==> src/rtl/lfsr_gen_pkg.sv <==
// Shared types, tap constants and the feedback parity helper for lfsr_gen.
// The optional MISR input is enabled with the LFSR_GEN_MISR_EN macro.
package lfsr_gen_pkg;

  typedef enum logic [1:0] {
    MEASURE  = 2'd0,
    DONE     = 2'd1,
    OVERFLOW = 2'd2
  } mon_state_e;

  // Widest state the parity helper accepts; callers zero-extend into this.
  localparam int unsigned LFSR_MAX_W = 64;

  localparam logic [3:0]  TAPS_4  = 4'b1100;
  localparam logic [7:0]  TAPS_8  = 8'b10111000;
  localparam logic [15:0] TAPS_16 = 16'hB400;

  function automatic logic parity_mask(input logic [LFSR_MAX_W-1:0] state,
                                       input logic [LFSR_MAX_W-1:0] taps);
    return ^(state & taps);
  endfunction

endpackage

==> src/rtl/lfsr_gen_if.sv <==
// Control/status bundle between an lfsr_gen instance and its driver.
// pdin only exists when LFSR_GEN_MISR_EN is defined.
interface lfsr_gen_if #(
  parameter int unsigned WIDTH = 16,
  parameter int unsigned CNT_W = 32
);
  logic             en;
  logic             d;
  logic             load;
  logic [WIDTH-1:0] seed_in;
`ifdef LFSR_GEN_MISR_EN
  logic [WIDTH-1:0] pdin;
`endif
  logic             q;
  logic [WIDTH-1:0] state;
  logic [CNT_W-1:0] period;
  logic             period_valid;
  logic             overflow;
  logic             lockup;

  modport master (
`ifdef LFSR_GEN_MISR_EN
    output pdin,
`endif
    output en, d, load, seed_in,
    input  q, state, period, period_valid, overflow, lockup
  );

  modport slave (
`ifdef LFSR_GEN_MISR_EN
    input  pdin,
`endif
    input  en, d, load, seed_in,
    output q, state, period, period_valid, overflow, lockup
  );
endinterface

==> src/rtl/lfsr_period_mon.sv <==
// Period monitor: counts LFSR steps until the state returns to its reference.
// MEASURE = counting, DONE = period captured, OVERFLOW = counter saturated first.
module lfsr_period_mon
  import lfsr_gen_pkg::*;
#(
  parameter int unsigned      WIDTH = 16,
  parameter logic [WIDTH-1:0] SEED  = '0,
  parameter int unsigned      CNT_W = 32
) (
  input  logic             clk,
  input  logic             reset,
  input  logic             step,
  input  logic             restart,
  input  logic [WIDTH-1:0] restart_ref,
  input  logic [WIDTH-1:0] next_state,
  output logic [CNT_W-1:0] period,
  output logic             period_valid,
  output logic             overflow
);

  localparam logic [CNT_W-1:0] CNT_MAX = '1;
  localparam logic [CNT_W-1:0] CNT_ONE = {{(CNT_W-1){1'b0}}, 1'b1};

  mon_state_e       r_mon;
  logic [WIDTH-1:0] r_ref;
  logic [CNT_W-1:0] r_cnt;
  logic [CNT_W-1:0] r_period;
  logic             r_valid;
  logic             r_overflow;
  logic [CNT_W-1:0] w_cnt_inc;

  assign w_cnt_inc = r_cnt + CNT_ONE;

  always_ff @(posedge clk or posedge reset) begin
    if (reset) begin
      r_mon      <= MEASURE;
      r_ref      <= SEED;
      r_cnt      <= '0;
      r_period   <= '0;
      r_valid    <= 1'b0;
      r_overflow <= 1'b0;
    end else if (restart) begin
      r_mon      <= MEASURE;
      r_ref      <= restart_ref;
      r_cnt      <= '0;
      r_period   <= '0;
      r_valid    <= 1'b0;
      r_overflow <= 1'b0;
    end else if (step) begin
      case (r_mon)
        MEASURE: begin
          r_cnt <= w_cnt_inc;
          if (next_state == r_ref) begin
            r_period <= w_cnt_inc;
            r_valid  <= 1'b1;
            r_mon    <= DONE;
          end else if (w_cnt_inc == CNT_MAX) begin
            // The all-ones count is reserved as the saturation marker.
            r_period   <= CNT_MAX;
            r_overflow <= 1'b1;
            r_mon      <= OVERFLOW;
          end
        end
        DONE, OVERFLOW: begin
          r_mon <= r_mon;
        end
        default: begin
          r_mon <= MEASURE;
        end
      endcase
    end
  end

  assign period       = r_period;
  assign period_valid = r_valid;
  assign overflow     = r_overflow;

endmodule

==> src/rtl/lfsr_gen.sv <==
// Parametrised Fibonacci XNOR LFSR with seed load, lock-up recovery and period monitor.
// Define LFSR_GEN_MISR_EN to XOR a parallel pdin word into every step (MISR mode).
module lfsr_gen
  import lfsr_gen_pkg::*;
#(
  parameter int unsigned      WIDTH = 16,
  parameter logic [WIDTH-1:0] TAPS  = TAPS_16,
  parameter logic [WIDTH-1:0] SEED  = '0,
  parameter int unsigned      CNT_W = 32
) (
  input logic        clk,
  input logic        reset,
  lfsr_gen_if.slave  bus
);

  logic [WIDTH-1:0]      r_state;
  logic                  r_lockup;
  logic [LFSR_MAX_W-1:0] w_state_ext;
  logic [LFSR_MAX_W-1:0] w_taps_ext;
  logic                  w_fb;
  logic [WIDTH-1:0]      w_shift;
  logic [WIDTH-1:0]      w_next;
  logic                  w_all_ones;
  logic                  w_recover;
  logic                  w_step;
  logic                  w_restart;
  logic [WIDTH-1:0]      w_restart_ref;

  always_comb begin
    w_state_ext             = '0;
    w_state_ext[WIDTH-1:0]  = r_state;
    w_taps_ext              = '0;
    w_taps_ext[WIDTH-1:0]   = TAPS;
  end

  assign w_fb    = ~(bus.d ^ parity_mask(w_state_ext, w_taps_ext));
  assign w_shift = {r_state[WIDTH-2:0], w_fb};

`ifdef LFSR_GEN_MISR_EN
  assign w_next = w_shift ^ bus.pdin;
`else
  assign w_next = w_shift;
`endif

  // All-ones is the XNOR lock-up state; it is judged on the pre-step state.
  assign w_all_ones    = &r_state;
  assign w_recover     = bus.en & ~bus.load & w_all_ones;
  assign w_step        = bus.en & ~bus.load & ~w_all_ones;
  assign w_restart     = bus.load | w_recover;
  assign w_restart_ref = bus.load ? bus.seed_in : SEED;

  always_ff @(posedge clk or posedge reset) begin
    if (reset) begin
      r_state  <= SEED;
      r_lockup <= 1'b0;
    end else if (bus.load) begin
      r_state <= bus.seed_in;
    end else if (w_recover) begin
      r_state  <= SEED;
      r_lockup <= 1'b1;
    end else if (w_step) begin
      r_state <= w_next;
    end
  end

  lfsr_period_mon #(
    .WIDTH (WIDTH),
    .SEED  (SEED),
    .CNT_W (CNT_W)
  ) u_mon (
    .clk          (clk),
    .reset        (reset),
    .step         (w_step),
    .restart      (w_restart),
    .restart_ref  (w_restart_ref),
    .next_state   (w_next),
    .period       (bus.period),
    .period_valid (bus.period_valid),
    .overflow     (bus.overflow)
  );

  assign bus.q      = r_state[WIDTH-1];
  assign bus.state  = r_state;
  assign bus.lockup = r_lockup;

endmodule

==> src/flat_wrapper.sv <==
// flat-port wrapper written by rule: the top's interface ports become plain ports
module lfsr_gen_flat import lfsr_gen_pkg::*;
#(
  parameter int unsigned      WIDTH = 16,
  parameter logic [WIDTH-1:0] TAPS  = TAPS_16,
  parameter logic [WIDTH-1:0] SEED  = '0,
  parameter int unsigned      CNT_W = 32
)
  (clk, reset, bus_en, bus_d, bus_load, bus_seed_in, bus_q, bus_state, bus_period, bus_period_valid, bus_overflow, bus_lockup);
  lfsr_gen_if #(.WIDTH(WIDTH), .CNT_W(CNT_W)) bus_i ();
  input logic clk;
  input logic reset;
  input wire logic [$bits(bus_i.en)-1:0] bus_en;
  input wire logic [$bits(bus_i.d)-1:0] bus_d;
  input wire logic [$bits(bus_i.load)-1:0] bus_load;
  input wire logic [$bits(bus_i.seed_in)-1:0] bus_seed_in;
  output wire logic [$bits(bus_i.q)-1:0] bus_q;
  output wire logic [$bits(bus_i.state)-1:0] bus_state;
  output wire logic [$bits(bus_i.period)-1:0] bus_period;
  output wire logic [$bits(bus_i.period_valid)-1:0] bus_period_valid;
  output wire logic [$bits(bus_i.overflow)-1:0] bus_overflow;
  output wire logic [$bits(bus_i.lockup)-1:0] bus_lockup;
  assign bus_i.en = bus_en;
  assign bus_i.d = bus_d;
  assign bus_i.load = bus_load;
  assign bus_i.seed_in = bus_seed_in;
  assign bus_q = bus_i.q;
  assign bus_state = bus_i.state;
  assign bus_period = bus_i.period;
  assign bus_period_valid = bus_i.period_valid;
  assign bus_overflow = bus_i.overflow;
  assign bus_lockup = bus_i.lockup;
  lfsr_gen #(.WIDTH(WIDTH), .TAPS(TAPS), .SEED(SEED), .CNT_W(CNT_W)) u_core (.clk(clk), .reset(reset), .bus(bus_i));
endmodule
==> config.mk <==
export PLATFORM = sky130hd
export DESIGN_NAME = lfsr_gen_flat
export DESIGN_NICKNAME = d
export VERILOG_FILES = /design/src/rtl/lfsr_gen_pkg.sv /design/src/rtl/lfsr_gen_if.sv /design/src/rtl/lfsr_period_mon.sv /design/src/rtl/lfsr_gen.sv /design/src/flat_wrapper.sv
export SDC_FILE = /design/constraint.sdc
export NUM_CORES = 1
export LEC_CHECK = 0
export ABC_AREA = 1
export CORE_UTILIZATION = 30
export CTS_CLUSTER_DIAMETER = 80
export DETAILED_ROUTE_END_ITERATION = 12
export PLACE_DENSITY = 0.49
export SYNTH_ARGS = -nofsm -noshare
export SYNTH_HDL_FRONTEND = slang
export SYNTH_SLANG_ARGS = --single-unit
==> constraint.sdc <==
create_clock -name clk -period 4.5 [get_ports clk]
set_clock_uncertainty 0.15 [all_clocks]
set_input_delay 0.9 -clock clk [delete_from_list [all_inputs] [get_ports clk]]
set_output_delay 0.9 -clock clk [all_outputs]
set_load 0.005 [all_outputs]
==> metrics.md <==
| Metric | Value |
|---|---|
| Max VDD drop | `0.000156 V` |
| Tightest Hold Check Type | `reg -> reg` |
| Crit-path cells | `clkdlybuf4s50_1 > buf_4 > nand3_1 > nor4_1 > nand4_1 > nand2_1 > inv_2 > buf_4 > o21ai_1 > inv_2 > nand3_1 > nand2_1` |
| Worst slew pin tran | `0.883 ns` |
| Post-route ant nets | `0` |
| Status | `completed` |
| Total GRT Usage | `16.9%` |
| Max incr delay on CP | `0.68 ns` |
| Min-Delay Path Depth | `2` |
| Post-Syn Area per Cell | `7.52 um^2` |
| Final hold vios | `0` |
| Core area | `0.0196 mm^2` |
| WP data required | `4.64 ns` |
| Final setup fails | `0` |
| Layout net count | `888` |
| Synth warn | `0` |
| CTS H-tree depth | `3` |
| Starting DRT DRC Count | `305` |
| Starting Density | `30.9%` |
| Mapped cell area | `0.00605 mm^2` |
| Buf/Inv on CP | `5` |
| CTS Buf Count | `9` |
| Sequential fraction of the synthesis area | `41.8%` |
| Synth cell types | `36` |
| Comb power frac | `19.7%` |
| Crit path DAT | `3.61 ns` |
| Worst hold start | `u_core.u_mon.r_mon[1]$_DFFE_PP0P_` |
| CTS max path bufs | `2` |
| Fin Setup TNS | `0 ns` |
| Cell Rows | `51` |
| Ratio of cells with drive above 1 in the final layout | `11.4%` |
| Worst Setup SP | `bus_en` |
| TritonCTS clock tree | `built` |
| Post-synth EDFFs | `0` |
| Final Util | `37.4%` |
| Clock share of power | `36.0%` |
| Pwr Density | `334 mW/mm^2` |
| F_max | `0.288 GHz` |
| Critical-path top delay cell | `inv_2` |
| DR WL/cell | `14.3 um` |
| Cell depth of the worst setup path | `12` |
| Fillers | `2,088` |
| Post CTS Setup Buffer Count | `0` |
| Worst setup EP type | `flop` |
| Post-cts sizing count | `0` |
| First-pass GRT wire length | `27,000 um` |
| Vias | `5,275` |
| Net switching power figure | `0.000710 W` |
| Num ports | `73` |
| Setup CP Type | `in -> reg` |
| I/O Buffers | `72` |
| Max-slew violations | `0` |
| Number of global-route vias before repair | `5,079` |
| Sequential Power Share | `44.2%` |
| Mapped Cells | `805` |
| Clock sink total | `101` |
| Post-DP HPWL | `11,700 um` |
| Switching Share | `29.0%` |
| Period utilization | `77.1%` |
| Final GP Congestion | `0.823` |
| Clk slew on worst S/H paths | `0.07 ns` |
| Relative max-transition margin | `41.1%` |
| Remaining DRCs | `0` |
| Commonest register cell after synthesis | `dfrtp_1` |
| Antenna violations before repair | `0` |
| Largest net degree at the start of global routing | `61` |
| Register-to-Register Path Depth | `14` |
| Clock latency on the worst-skew pair | `0.36 ns` |
| Syn Nets | `830` |
| CP top delay family | `buffers and inverters` |
| First-pass iteration count of the detailed router | `4` |
| Die Area | `0.0207 mm^2` |
| Layout area overhead | `21.0%` |
| Min Tclk post-route | `3.47 ns` |
| Commonest non-fill, non-tap cell in the layout | `nand2_1` |
| Max-Cap Viols | `0` |
| Post-CTS Hold Fix Bufs | `0` |
| R2R Path Start | `u_core.u_mon.r_cnt[1]$_DFFE_PP0P_` |
| Die Y | `144 um` |
| Leakage | `3.20 nW` |
| Internal power consumption | `0.00174 W` |
| Congestion Overflow GR | `0` |
| Most frequent cells in the layout | `308 x nand2_1, 101 x dfrtp_1, 79 x nand3_1, 72 x clkdlybuf4s50_1, 51 x inv_1` |
| CP Max Fanout | `59` |
| ANT cells | `0` |
| RSZ-0062 raised after global routing | `no` |
| Crit start category | `input port` |
| Total Wirelength | `16,200 um` |
| Yosys reg bits | `101` |
| Root Driver | `clkbuf_16` |
| Synth async-reset ratio | `100%` |
| Routed vias/inst | `4.66` |
| Die Wd | `144 um` |
[Yosys cell counts (all sizes together) (2+ instances only)]
master | number | area (um^2)
nand2 | 321 | 1250
nand3 | 114 | 753
dfrtp | 101 | 2530
nor2 | 68 | 352
inv | 58 | 218
o21ai | 46 | 230
buf | 18 | 146
xnor2 | 17 | 149
clkbuf | 15 | 56.3
nand4 | 8 | 50.1
a22oi | 7 | 52.6
nand3b | 6 | 57.6
xor2 | 6 | 52.6
ha | 4 | 50.1
nor3 | 4 | 20.0
o31ai | 3 | 22.5
a21oi | 2 | 10.0
o21bai | 2 | 15.0
o221ai | 2 | 17.5
[metal layers]
metal / track usage [%] / vias up / wire length, um
met5: 0 / - / 0
met4: 4.48 / 0 / 189
met2: 27.3 / 91 / 7560
li1: - / 2691 / -
met1: 22.9 / 2478 / 7790
met3: 3.25 / 15 / 679
[through the flow]
stage          std cells  hold WS [ns]  power, W  cell area (um^2)  worst slack [ns]
6_report            1133         0.333   0.00245              7320              1.03
5_1_grt             1133         0.369   0.00259              7320             0.773
4_1_cts             1133         0.338   0.00248              7320             0.977
3_5_place_dp        1117         0.316   0.00160              6990             0.609
3_3_place_gp        1117         0.315   0.00160              6990             0.672
2_1_floorplan        805         0.292   0.00137              6050             0.803
[cell families after synthesis]
group | after synthesis | synth area share, %
adders and majority gates | 4 | 0.827
AOI/OAI and AO/OA | 63 | 5.87
DFF | 101 | 41.8
buffers and inverters | 91 | 6.95
and+or+nand+nor | 523 | 41.3
xor gates and xnor gates | 23 | 3.33
[power groups by stage]
stage / Clock, W / Combinational [W] / Sequential [W]
6_report: 0.000882 / 0.000484 / 0.00108
5_1_grt: 0.000939 / 0.000549 / 0.00110
4_1_cts: 0.000901 / 0.000497 / 0.00109
3_5_place_dp: 0 / 0.000495 / 0.00110
3_3_place_gp: 0 / 0.000492 / 0.00110
2_1_floorplan: 0 / 0.000278 / 0.00109
[registers in the layout, summed over array words and instances (netlist names)]
name and flops:
u_core.u_mon.r_cnt 32, u_core.u_mon.overflow 1, u_core.bus.lockup 1, u_core.u_mon.r_mon 2, u_core.bus.state 16, u_core.u_mon.period 32, u_core.u_mon.r_ref 16, u_core.u_mon.period_valid 1
[worst paths after layout]
path | to | slack [ns]
min in group asynchronous | u_core.u_mon.period[29]$_DFFE_PP0P_ | 0.82
min | u_core.u_mon.r_mon[1]$_DFFE_PP0P_ | 0.33
max reg2reg | u_core.u_mon.period[30]$_DFFE_PP0P_ | 1.41
max | u_core.u_mon.period[30]$_DFFE_PP0P_ | 1.03
min reg2reg | u_core.u_mon.r_mon[1]$_DFFE_PP0P_ | 0.33
max in group asynchronous | u_core.u_mon.period[9]$_DFFE_PP0P_ | 2.66
[worst min-delay path, stage by stage, from the launching register on]
cell	delay (ns)
dfrtp_1	0.35
nand2_1	0.06
nand2_1	0.05
[layout make-up]
| cell class | instances | area [um^2] | share of cell area [%] |
|---|---|---|---|
| multi-input combinational | 613 | 3100 | 42.4 |
| sequential | 101 | 2530 | 34.5 |
| timing repair buffer | 80 | 806 | 11.0 |
| tap | 265 | 332 | 4.53 |
| clock buffer | 10 | 239 | 3.26 |
| inverter | 58 | 220 | 3.01 |
| clock inverter | 6 | 93.8 | 1.28 |
No activity file was read; power rests on OpenSTA's default activity.
